`src/rtl/uart_cmd_port_if.sv`:
```
// Bus bundle of the UART command decoder: UART byte side plus port bank side.
// master = decoder, slave = UART core / port bank.
interface uart_cmd_port_if;
    logic        rxready;
    logic [7:0]  rxdata;
    logic        txready;
    logic        txen;
    logic [7:0]  txdata;
    logic        wr_en;
    logic [3:0]  wr_addr;
    logic [31:0] wr_data;
    logic [3:0]  rd_addr;
    logic [31:0] rd_data;
    logic        busy;
    logic        cmd_err;

    modport master (
        input  rxready, rxdata, txready, rd_data,
        output txen, txdata, wr_en, wr_addr, wr_data,
        output rd_addr, busy, cmd_err
    );

    modport slave (
        output rxready, rxdata, txready, rd_data,
        input  txen, txdata, wr_en, wr_addr, wr_data,
        input  rd_addr, busy, cmd_err
    );
endinterface

```
`src/rtl/uart_cmd_port.sv`:
```
// Host byte-protocol decoder: 0x2p + 4 bytes writes port p, 0x3p reads it back.
// Optional CMD_TIMEOUT_EN aborts a stalled write frame after TIMEOUT_CYCLES.
module uart_cmd_port #(
    parameter int unsigned TIMEOUT_CYCLES = 100000
) (
    input  logic            clock,
    input  logic            reset_n,
    uart_cmd_port_if.master bus
);

    typedef enum logic [2:0] {
        IDLE,
        WR_DATA,
        RD_LOAD,
        TX_SEND,
        TX_GAP,
        TX_WAIT
    } state_t;

    if (TIMEOUT_CYCLES == 0 || TIMEOUT_CYCLES >= (1 << 24)) begin : g_bad_tmo
        $error("TIMEOUT_CYCLES must be in 1 .. 2^24-1");
    end

    state_t      state, state_d;
    logic [1:0]  cnt, cnt_d;
    logic [31:0] shreg, shreg_d;
    logic        wr_en_d;
    logic [3:0]  wr_addr_d;
    logic [31:0] wr_data_d;
    logic [3:0]  rd_addr_d;
    logic        txen_d;
    logic [7:0]  txdata_d;
    logic        cmd_err_d;
    logic        tmo_hit;

`ifdef CMD_TIMEOUT_EN
    localparam logic [23:0] TMO_LAST = 24'(TIMEOUT_CYCLES - 1);

    logic [23:0] tmo;

    always_ff @(posedge clock or negedge reset_n) begin
        if (!reset_n) begin
            tmo <= '0;
        end else if (state != WR_DATA || bus.rxready || tmo_hit) begin
            tmo <= '0;
        end else begin
            tmo <= tmo + 24'd1;
        end
    end

    assign tmo_hit = (state == WR_DATA) && !bus.rxready && (tmo == TMO_LAST);
`else
    assign tmo_hit = 1'b0;
`endif

    always_ff @(posedge clock or negedge reset_n) begin
        if (!reset_n) begin
            state       <= IDLE;
            cnt         <= '0;
            shreg       <= '0;
            bus.wr_en   <= 1'b0;
            bus.wr_addr <= '0;
            bus.wr_data <= '0;
            bus.rd_addr <= '0;
            bus.txen    <= 1'b0;
            bus.txdata  <= '0;
            bus.cmd_err <= 1'b0;
        end else begin
            state       <= state_d;
            cnt         <= cnt_d;
            shreg       <= shreg_d;
            bus.wr_en   <= wr_en_d;
            bus.wr_addr <= wr_addr_d;
            bus.wr_data <= wr_data_d;
            bus.rd_addr <= rd_addr_d;
            bus.txen    <= txen_d;
            bus.txdata  <= txdata_d;
            bus.cmd_err <= cmd_err_d;
        end
    end

    always_comb begin
        state_d   = state;
        cnt_d     = cnt;
        shreg_d   = shreg;
        wr_en_d   = 1'b0;
        wr_addr_d = bus.wr_addr;
        wr_data_d = bus.wr_data;
        rd_addr_d = bus.rd_addr;
        txen_d    = 1'b0;
        txdata_d  = bus.txdata;
        cmd_err_d = 1'b0;

        unique case (state)
            IDLE: begin
                if (bus.rxready) begin
                    unique case (bus.rxdata[7:4])
                        4'b0010: begin
                            wr_addr_d = bus.rxdata[3:0];
                            cnt_d     = '0;
                            state_d   = WR_DATA;
                        end
                        4'b0011: begin
                            rd_addr_d = bus.rxdata[3:0];
                            state_d   = RD_LOAD;
                        end
                        default: cmd_err_d = 1'b1;
                    endcase
                end
            end
            WR_DATA: begin
                if (bus.rxready) begin
                    shreg_d = {shreg[23:0], bus.rxdata};
                    cnt_d   = cnt + 2'd1;
                    if (cnt == 2'd3) begin
                        wr_data_d = {shreg[23:0], bus.rxdata};
                        wr_en_d   = 1'b1;
                        state_d   = IDLE;
                    end
                end else if (tmo_hit) begin
                    cmd_err_d = 1'b1;
                    state_d   = IDLE;
                end
            end
            RD_LOAD: begin
                shreg_d = bus.rd_data;
                cnt_d   = '0;
                state_d = TX_SEND;
            end
            TX_SEND: begin
                if (bus.txready) begin
                    txdata_d = shreg[31:24];
                    txen_d   = 1'b1;
                    shreg_d  = {shreg[23:0], 8'h00};
                    cnt_d    = cnt + 2'd1;
                    state_d  = TX_GAP;
                end
            end
            // UART needs a cycle to drop txready after seeing txen
            TX_GAP: state_d = TX_WAIT;
            TX_WAIT: begin
                if (bus.txready) begin
                    state_d = (cnt == 2'd0) ? IDLE : TX_SEND;
                end
            end
            default: state_d = IDLE;
        endcase
    end

    assign bus.busy = (state != IDLE);

endmodule

```
`src/flat_wrapper.sv`:
```
// flat-port wrapper written by rule: the top's interface ports become plain ports
module uart_cmd_port_flat 
#(
    parameter int unsigned TIMEOUT_CYCLES = 100000
)
  (clock, reset_n, bus_rxready, bus_rxdata, bus_txready, bus_rd_data, bus_txen, bus_txdata, bus_wr_en, bus_wr_addr, bus_wr_data, bus_rd_addr, bus_busy, bus_cmd_err);
  uart_cmd_port_if bus_i ();
  input  logic clock;
  input  logic reset_n;
  input wire logic [$bits(bus_i.rxready)-1:0] bus_rxready;
  input wire logic [$bits(bus_i.rxdata)-1:0] bus_rxdata;
  input wire logic [$bits(bus_i.txready)-1:0] bus_txready;
  input wire logic [$bits(bus_i.rd_data)-1:0] bus_rd_data;
  output wire logic [$bits(bus_i.txen)-1:0] bus_txen;
  output wire logic [$bits(bus_i.txdata)-1:0] bus_txdata;
  output wire logic [$bits(bus_i.wr_en)-1:0] bus_wr_en;
  output wire logic [$bits(bus_i.wr_addr)-1:0] bus_wr_addr;
  output wire logic [$bits(bus_i.wr_data)-1:0] bus_wr_data;
  output wire logic [$bits(bus_i.rd_addr)-1:0] bus_rd_addr;
  output wire logic [$bits(bus_i.busy)-1:0] bus_busy;
  output wire logic [$bits(bus_i.cmd_err)-1:0] bus_cmd_err;
  assign bus_i.rxready = bus_rxready;
  assign bus_i.rxdata = bus_rxdata;
  assign bus_i.txready = bus_txready;
  assign bus_i.rd_data = bus_rd_data;
  assign bus_txen = bus_i.txen;
  assign bus_txdata = bus_i.txdata;
  assign bus_wr_en = bus_i.wr_en;
  assign bus_wr_addr = bus_i.wr_addr;
  assign bus_wr_data = bus_i.wr_data;
  assign bus_rd_addr = bus_i.rd_addr;
  assign bus_busy = bus_i.busy;
  assign bus_cmd_err = bus_i.cmd_err;
  uart_cmd_port #(.TIMEOUT_CYCLES(TIMEOUT_CYCLES)) u_core (.clock(clock), .reset_n(reset_n), .bus(bus_i));
endmodule
```
`config.mk`:
```
export PLATFORM = sky130hd
export DESIGN_NAME = uart_cmd_port_flat
export DESIGN_NICKNAME = d
export VERILOG_FILES = /design/src/rtl/uart_cmd_port_if.sv /design/src/rtl/uart_cmd_port.sv /design/src/flat_wrapper.sv
export SDC_FILE = /design/constraint.sdc
export NUM_CORES = 1
export LEC_CHECK = 0
export CORE_ASPECT_RATIO = 0.7
export CORE_MARGIN = 2
export CORE_UTILIZATION = 63
export CTS_CLUSTER_SIZE = 28
export DETAILED_ROUTE_END_ITERATION = 8
export DONT_BUFFER_PORTS = 1
export GPL_TIMING_DRIVEN = 0
export PLACE_DENSITY = 0.79
export SYNTH_ARGS = -nofsm -noshare
export SYNTH_HDL_FRONTEND = slang
export SYNTH_SLANG_ARGS = --single-unit
```
`constraint.sdc`:
```
create_clock -name clock -period 2.2 [get_ports clock]
set_input_delay 0.22 -clock clock [delete_from_list [all_inputs] [get_ports clock]]
set_output_delay 0.22 -clock clock [all_outputs]
set_load 0.05 [all_outputs]
```
# Word level (Yosys, flattened, before mapping)
# Index checks and enable logic that the tools add are counted.
dict set report word_totals {
  word_cells 63
  in_bits 44
  ff_bits 88
  output_inout_bits 52
}
dict set report classes {
  n_eq_ne 15
  addsub 1
  mux 24
  reduce_logical 13
}
# operator count
set op_table {}
lappend op_table {{32-bit case mux with 3 select lines} 1}
lappend op_table {{32-bit two-way mux} 2}
lappend op_table {{3-bit case mux with 6 select lines} 1}
lappend op_table {{3-bit two-way mux} 5}
lappend op_table {{3-bit AND reduction} 4}
lappend op_table {{2-bit two-way mux} 5}
lappend op_table {{2-bit != test (second input constant)} 5}
lappend op_table {{4-bit by 2-bit == test with 1-bit output (second input constant)} 2}
lappend op_table {{1-bit two-way mux} 8}
lappend op_table {{2-bit case mux with 4 select lines} 1}
lappend op_table {{3-bit by 2-bit == test with 1-bit output (second input constant)} 2}
lappend op_table {{3-bit == test (second input constant)} 2}
lappend op_table {{3-bit case mux with 2 select lines} 1}
lappend op_table {{6-bit AND reduction} 1}
lappend op_table {{3-bit nonzero test} 2}
lappend op_table {{5-bit AND reduction} 1}
lappend op_table {{4-bit nonzero test} 1}
lappend op_table {{3-bit by 1-bit == test with 1-bit output (second input constant)} 1}
lappend op_table {{3-bit zero test} 1}
lappend op_table {{3-bit != test (second input constant)} 1}
lappend op_table {{2-bit by 1-bit adder with 2-bit output (second input constant)} 1}
lappend op_table {{2-bit == test (second input constant)} 1}
lappend op_table {{2-bit zero test} 1}
lappend op_table {{2-bit by 1-bit != test with 1-bit output (second input constant)} 1}
lappend op_table {{other kinds (2)} 2}

# Depth between registers and ports, before layout
dict set report depth {
  depth_word 5
  mapped_depth 6
  mapped_depth_nobuf 5
}

# Worst setup path before layout
# OpenSTA, ideal clock, no wires.
dict set report synth_path {
  path_type {register -> register}
  startpoint {register u_core.state[2]}
  endpoint {register u_core.shreg[10]}
  required_ns 2.075
  setup_slack_ns 0.536
  t_arrival_ns 1.540
  synth_period_minus_slack_ns 1.664
  setup_time_ns 0.125
  stages_incl_launch_ff 6
  path_buffers 1
  cell_sequence {dfrtp_1 -> nand2b_1 -> nor2_2 -> buf_2 -> mux2_2 -> mux2_2}
}
dict set report synth_via {
  elab_chain_len 3
  word_cells_on_any_way 8
  classes_between {eq/ne: 5; mux: 1; reduce/logical: 2}
}
# element line
set synth_rtl {}
lappend synth_rtl {{start, declared} uart_cmd_port.sv:24} ;# state_t state, state_d;
lappend synth_rtl {{start signal, assigned} uart_cmd_port.sv:69} ;# state <= state_d;
lappend synth_rtl {{3-bit by 2-bit == test with 1-bit output or 3-bit by 1-bit == test with 1-bit output (tied branches)} uart_cmd_port.sv:94} ;# unique case (state)
lappend synth_rtl {{2-bit != test (no source line) or 3-bit nonzero test (tied branches)} n/a}
lappend synth_rtl {{3-bit AND reduction (no source line)} n/a}
lappend synth_rtl {{end signal, assigned} uart_cmd_port.sv:71} ;# shreg <= shreg_d;
lappend synth_rtl {{end, declared} uart_cmd_port.sv:26} ;# logic [31:0] shreg, shreg_d;
# Several ways; a longest one is shown, not always the timed one.
# A chain may end at the register's enable or synchronous reset.

# Worst setup path in the final report
dict set report layout_path {
  startpoint {register u_core.state[2]}
  endpoint {register u_core.shreg[13]}
}
# The elaborated chain is that of the path after synthesis.

==> qor_table.md <==
| Parameter | Value |
| --- | --- |
| Wire length per cell | 20.72 um |
| Critical path start-end classification | reg -> reg |
| Number of rows created at floorplan | 23 |
| Number of synthesized flops with an enable pin | 0 |
| Number of flip-flops and latches in the synthesized netlist | 88 |
| Largest clock skew in the final design | 10.34 ps |
| Total Negative Setup Slacks | 0 ps |
| Die span in x | 97.82 um |
| Core region area | 5842 sq um |
| Number of pins with negative max-slew slack in the final report | 0 |
| Antenna violations before repair | 0 |
| Count of filler cells inserted in the layout | 401 |
| Startpoint of the most critical setup path | u_core.state[2] |
| Critical path data required time | 2430 ps |
| Root buf cell | clkbuf_8 |
| Number of detailed-route iterations in the first pass | 4 |
| M2 GR Usage | 0.3402 |
| First-pass GRT wire length | 12.23 mm |
| Buffers from clock root to sink, at most | 2 |
| Count of clock tree sinks | 88 |
| Worst IR Drop VDD | 0.0008793 V |
| Main combinational cell family by area after synthesis | multiplexers |
| Buffers inserted during post-CTS setup optimization | 0 |
| Clock tree from TritonCTS | done |
| Met1 global-route usage | 0.3327 |
| Cell variety after synth | 31 |
| Leakage power | 0.001898 uW |
| Buf+Inv Stages, Crit Path | 1 |
| Mapped Nets | 327 |
| Post-synthesis area per instance | 13.81 sq um |
| Largest net degree at the start of global routing | 89 |
| Slowest stage delay, CP | 400 ps |
| Die extent in y | 69.67 um |
| Aggregate global-route resource usage | 0.2383 |
| Family of cells with the greatest summed delay on the critical path | multiplexers |
| Number of buffers added by the clock tree synthesis step | 9 |
| Critical-path top delay cell | dfrtp_1 |
| Data arrival at the endpoint of the critical path | 2260 ps |
| Final Hold Slack | -442.3 ps |
| Total power of the final layout | 7050 uW |
| Hpwl dp | 5.531 mm |
| Number of diodes added for antenna fixing | 0 |
| Total Die Area | 6815 sq um |
| Remaining max-slew budget at the tightest pin | 0.6602 |
| Ys flop type | dfrtp_1 |
| Fraction of registers with async set/reset | 1.000 |
| Final min period | 2026 ps |
| Post-Synth Simple-Gate Area | 0.05867 |
| Final weighted congestion in routability-driven placement | 0.8869 |
| Setup repair after global routing missed its margin | false |
| Number of buffer cells added on primary ports | 0 |
| I/O pins | 96 |
| Share of the clock period used by the worst path | 0.9209 |
| Routed via count | 2247 |
| Synthesized instance count | 281 |
| Critical Path Source Type | flip-flop |
| Final hold violation count | 88 |
| Most crowded layer after global routing | met2 |
| Hold-fix buffers at CTS | 4 |
| Antenna viol nets, final | 0 |
| Ratio of total power to cell area | 1679 nW/um^2 |
| Fraction of the mapped netlist area in adder cells | 0.006447 |
| Post-synthesis share of cell area spent on xor and xnor gates | 0 |
| Mux cell area share after synthesis | 0.3017 |
| Violations in the final reports | hold timing |
| Number of global-route vias before repair | 2271 |
| Maximum level of the CTS H-tree | 3 |
| Most repeated library cell on the critical path | mux2_2 |
| Tightest Pin Transition | 509.7 ps |
| Routed Wire Length | 7.750 mm |
| Maximum fanout along the worst path | 10 |
| Syn-to-layout area delta | 8.156% |
| Share of cells above drive strength 1 | 0.4515 |
| Clock slew at the register clock pins of the worst setup and hold paths | 80 ps |
| Summed instance area of the synthesized netlist | 3881 sq um |
| Via density | 6.008 |
| Insertion delay of the later-clocked pin in the worst-skew pair | 360 ps |
| # Max-Cap Violations | 0 |
| FF-to-FF Start | u_core.state[2] |
| Worst path cell trace | nand2b_1 -> nor2_2 -> buf_2 -> mux2_2 -> mux2_2 |
| CP Capture Type | flip-flop |
| Met3 usage in global routing | 0.1089 |
| Outcome | finished with violations |
| Seq/Total Area, Yosys | 0.5674 |
| Number of remaining DRC errors | 0 |
| Total setup violations reported at the end of the flow | 0 |
| Resized Gates After CTS | 0 |
| Ys Warns | 0 |
| Number of design-rule violations left by the first detailed-router iteration | 89 |
| Number of nets in the layout | 342 |
| Grt total ovfl | 0 |
| Fraction of the mapped netlist area in compound gates | 0.03320 |
| Type of the most critical hold path | in -> async |
| Maximum achievable frequency | 0.4936 GHz |
| Initial standard-cell utilization of the core | 0.6644 |
[logic make-up after synthesis]
logic type,after synthesis
AOI/OAI and AO/OA,22
adders and majority gates,2
buffers and inverters,21
DFF,88
muxes,104
and+or+nand+nor,44
[synth_stat cells (3+ instances only)]
library cell | number | area [sq um]
nand2_1 | 19 | 71.32
buf_6 | 4 | 45.04
clkbuf_1 | 3 | 11.26
buf_2 | 5 | 25.02
nor2_1 | 6 | 22.52
inv_1 | 5 | 18.77
mux2_2 | 103 | 1160
nand2b_1 | 3 | 18.77
dfrtp_1 | 88 | 2202
a21oi_1 | 3 | 15.01
nand3_1 | 6 | 30.03
buf_4 | 3 | 22.52
o21ai_0 | 12 | 60.06
[final timing paths]
| kind | endpoint | slack, ps | depth (start not counted) |
|---|---|---|---|
| worst min register to register | u_core.bus.txdata[2] | 510 | 1 |
| worst min-delay path | u_core.bus.wr_data[12] | -440 | 0 |
| worst max register to register | u_core.shreg[13] | 170 | 5 |
| max in group asynchronous | u_core.bus.wr_data[27] | 2500 | 0 |
| min in group clock | u_core.bus.rd_addr[3] | 20 | 1 |
| worst max-delay path | u_core.shreg[13] | 170 | 5 |
[registers in the layout, summed over array words and instances (netlist names)]
| signal | count |
|---|---|
| u_core.bus.rd_addr | 4 |
| u_core.bus.wr_addr | 4 |
| u_core.bus.cmd_err | 1 |
| u_core.cnt | 2 |
| u_core.state | 3 |
| u_core.bus.wr_en | 1 |
| u_core.shreg | 32 |
| u_core.bus.txdata | 8 |
| u_core.bus.wr_data | 32 |
| u_core.bus.txen | 1 |
[metrics by stage]
stage | area (sq um) | util | hold WS (ps) | instances | setup WS [ps]
4_1_cts | 4198 | 0.7186 | -463.5 | 374 | 179.2
3_3_place_gp | 3975 | 0.6804 | -73.52 | 356 | 206.0
2_1_floorplan | 3881 | - | -75.59 | 281 | 535.6
6_report | 4198 | 0.7186 | -442.3 | 374 | 174.1
5_1_grt | 4198 | 0.7186 | -470.1 | 374 | 100.8
3_5_place_dp | 3975 | 0.6804 | -73.54 | 356 | 188.3
[placed cells by master (no fill, tap or decap), drive strengths merged]
cell,instances
nor4b,1
buf,12
dfrtp,88
or3,1
a311oi,1
nor2b,1
and2b,1
nand2,19
nand3,6
bufinv,1
mux2,104
clkinvlp,2
o31a,1
nor3b,2
ha,2
nand2b,3
a211oi,1
a21oi,4
nand3b,1
a2bb2oi,1
a31oi,1
inv,7
nor2,8
clkbuf,12
or2,1
dlygate4sd3,4
clkinv,1
o21ai,13
[power breakdown]
| group | leakage [uW] | switching (uW) | internal [uW] | total [uW] |
|---|---|---|---|---|
| Sequential | 0.00110 | 2010 | 2350 | 4350 |
| Clock | 0.0000876 | 552 | 514 | 1070 |
| Combinational | 0.000708 | 624 | 1010 | 1630 |
| Total | 0.00190 | 3180 | 3870 | 7050 |
[area by class of cell]
| cell class | count | area, sq um | share of cell area |
|---|---|---|---|
| multi-input cells | 172 | 1553 | 0.3699 |
| well taps | 75 | 93.84 | 0.02235 |
| repair buffers | 4 | 40.04 | 0.009538 |
| flip-flops and latches | 88 | 2202 | 0.5246 |
| plain buffers | 15 | 103.9 | 0.02474 |
| inverters | 6 | 22.52 | 0.005365 |
| clock buffers | 9 | 123.9 | 0.02951 |
| clock inverters | 5 | 58.81 | 0.01401 |
[worst reg2reg max path, delay by kind of cell (launching register included)]
kind	cells	cell delay [ps]
buffers and inverters	1	360
AND/OR/NAND/NOR	2	510
flip-flops	1	400
multiplexers	2	640
[per-layer routing]
layer,routed length (um),share of wire
met3,688,0.089
met5,0,0
met1,3537,0.46
met4,74,0.0095
met2,3450,0.45
Note: power is estimated with default switching activity, not from simulation.
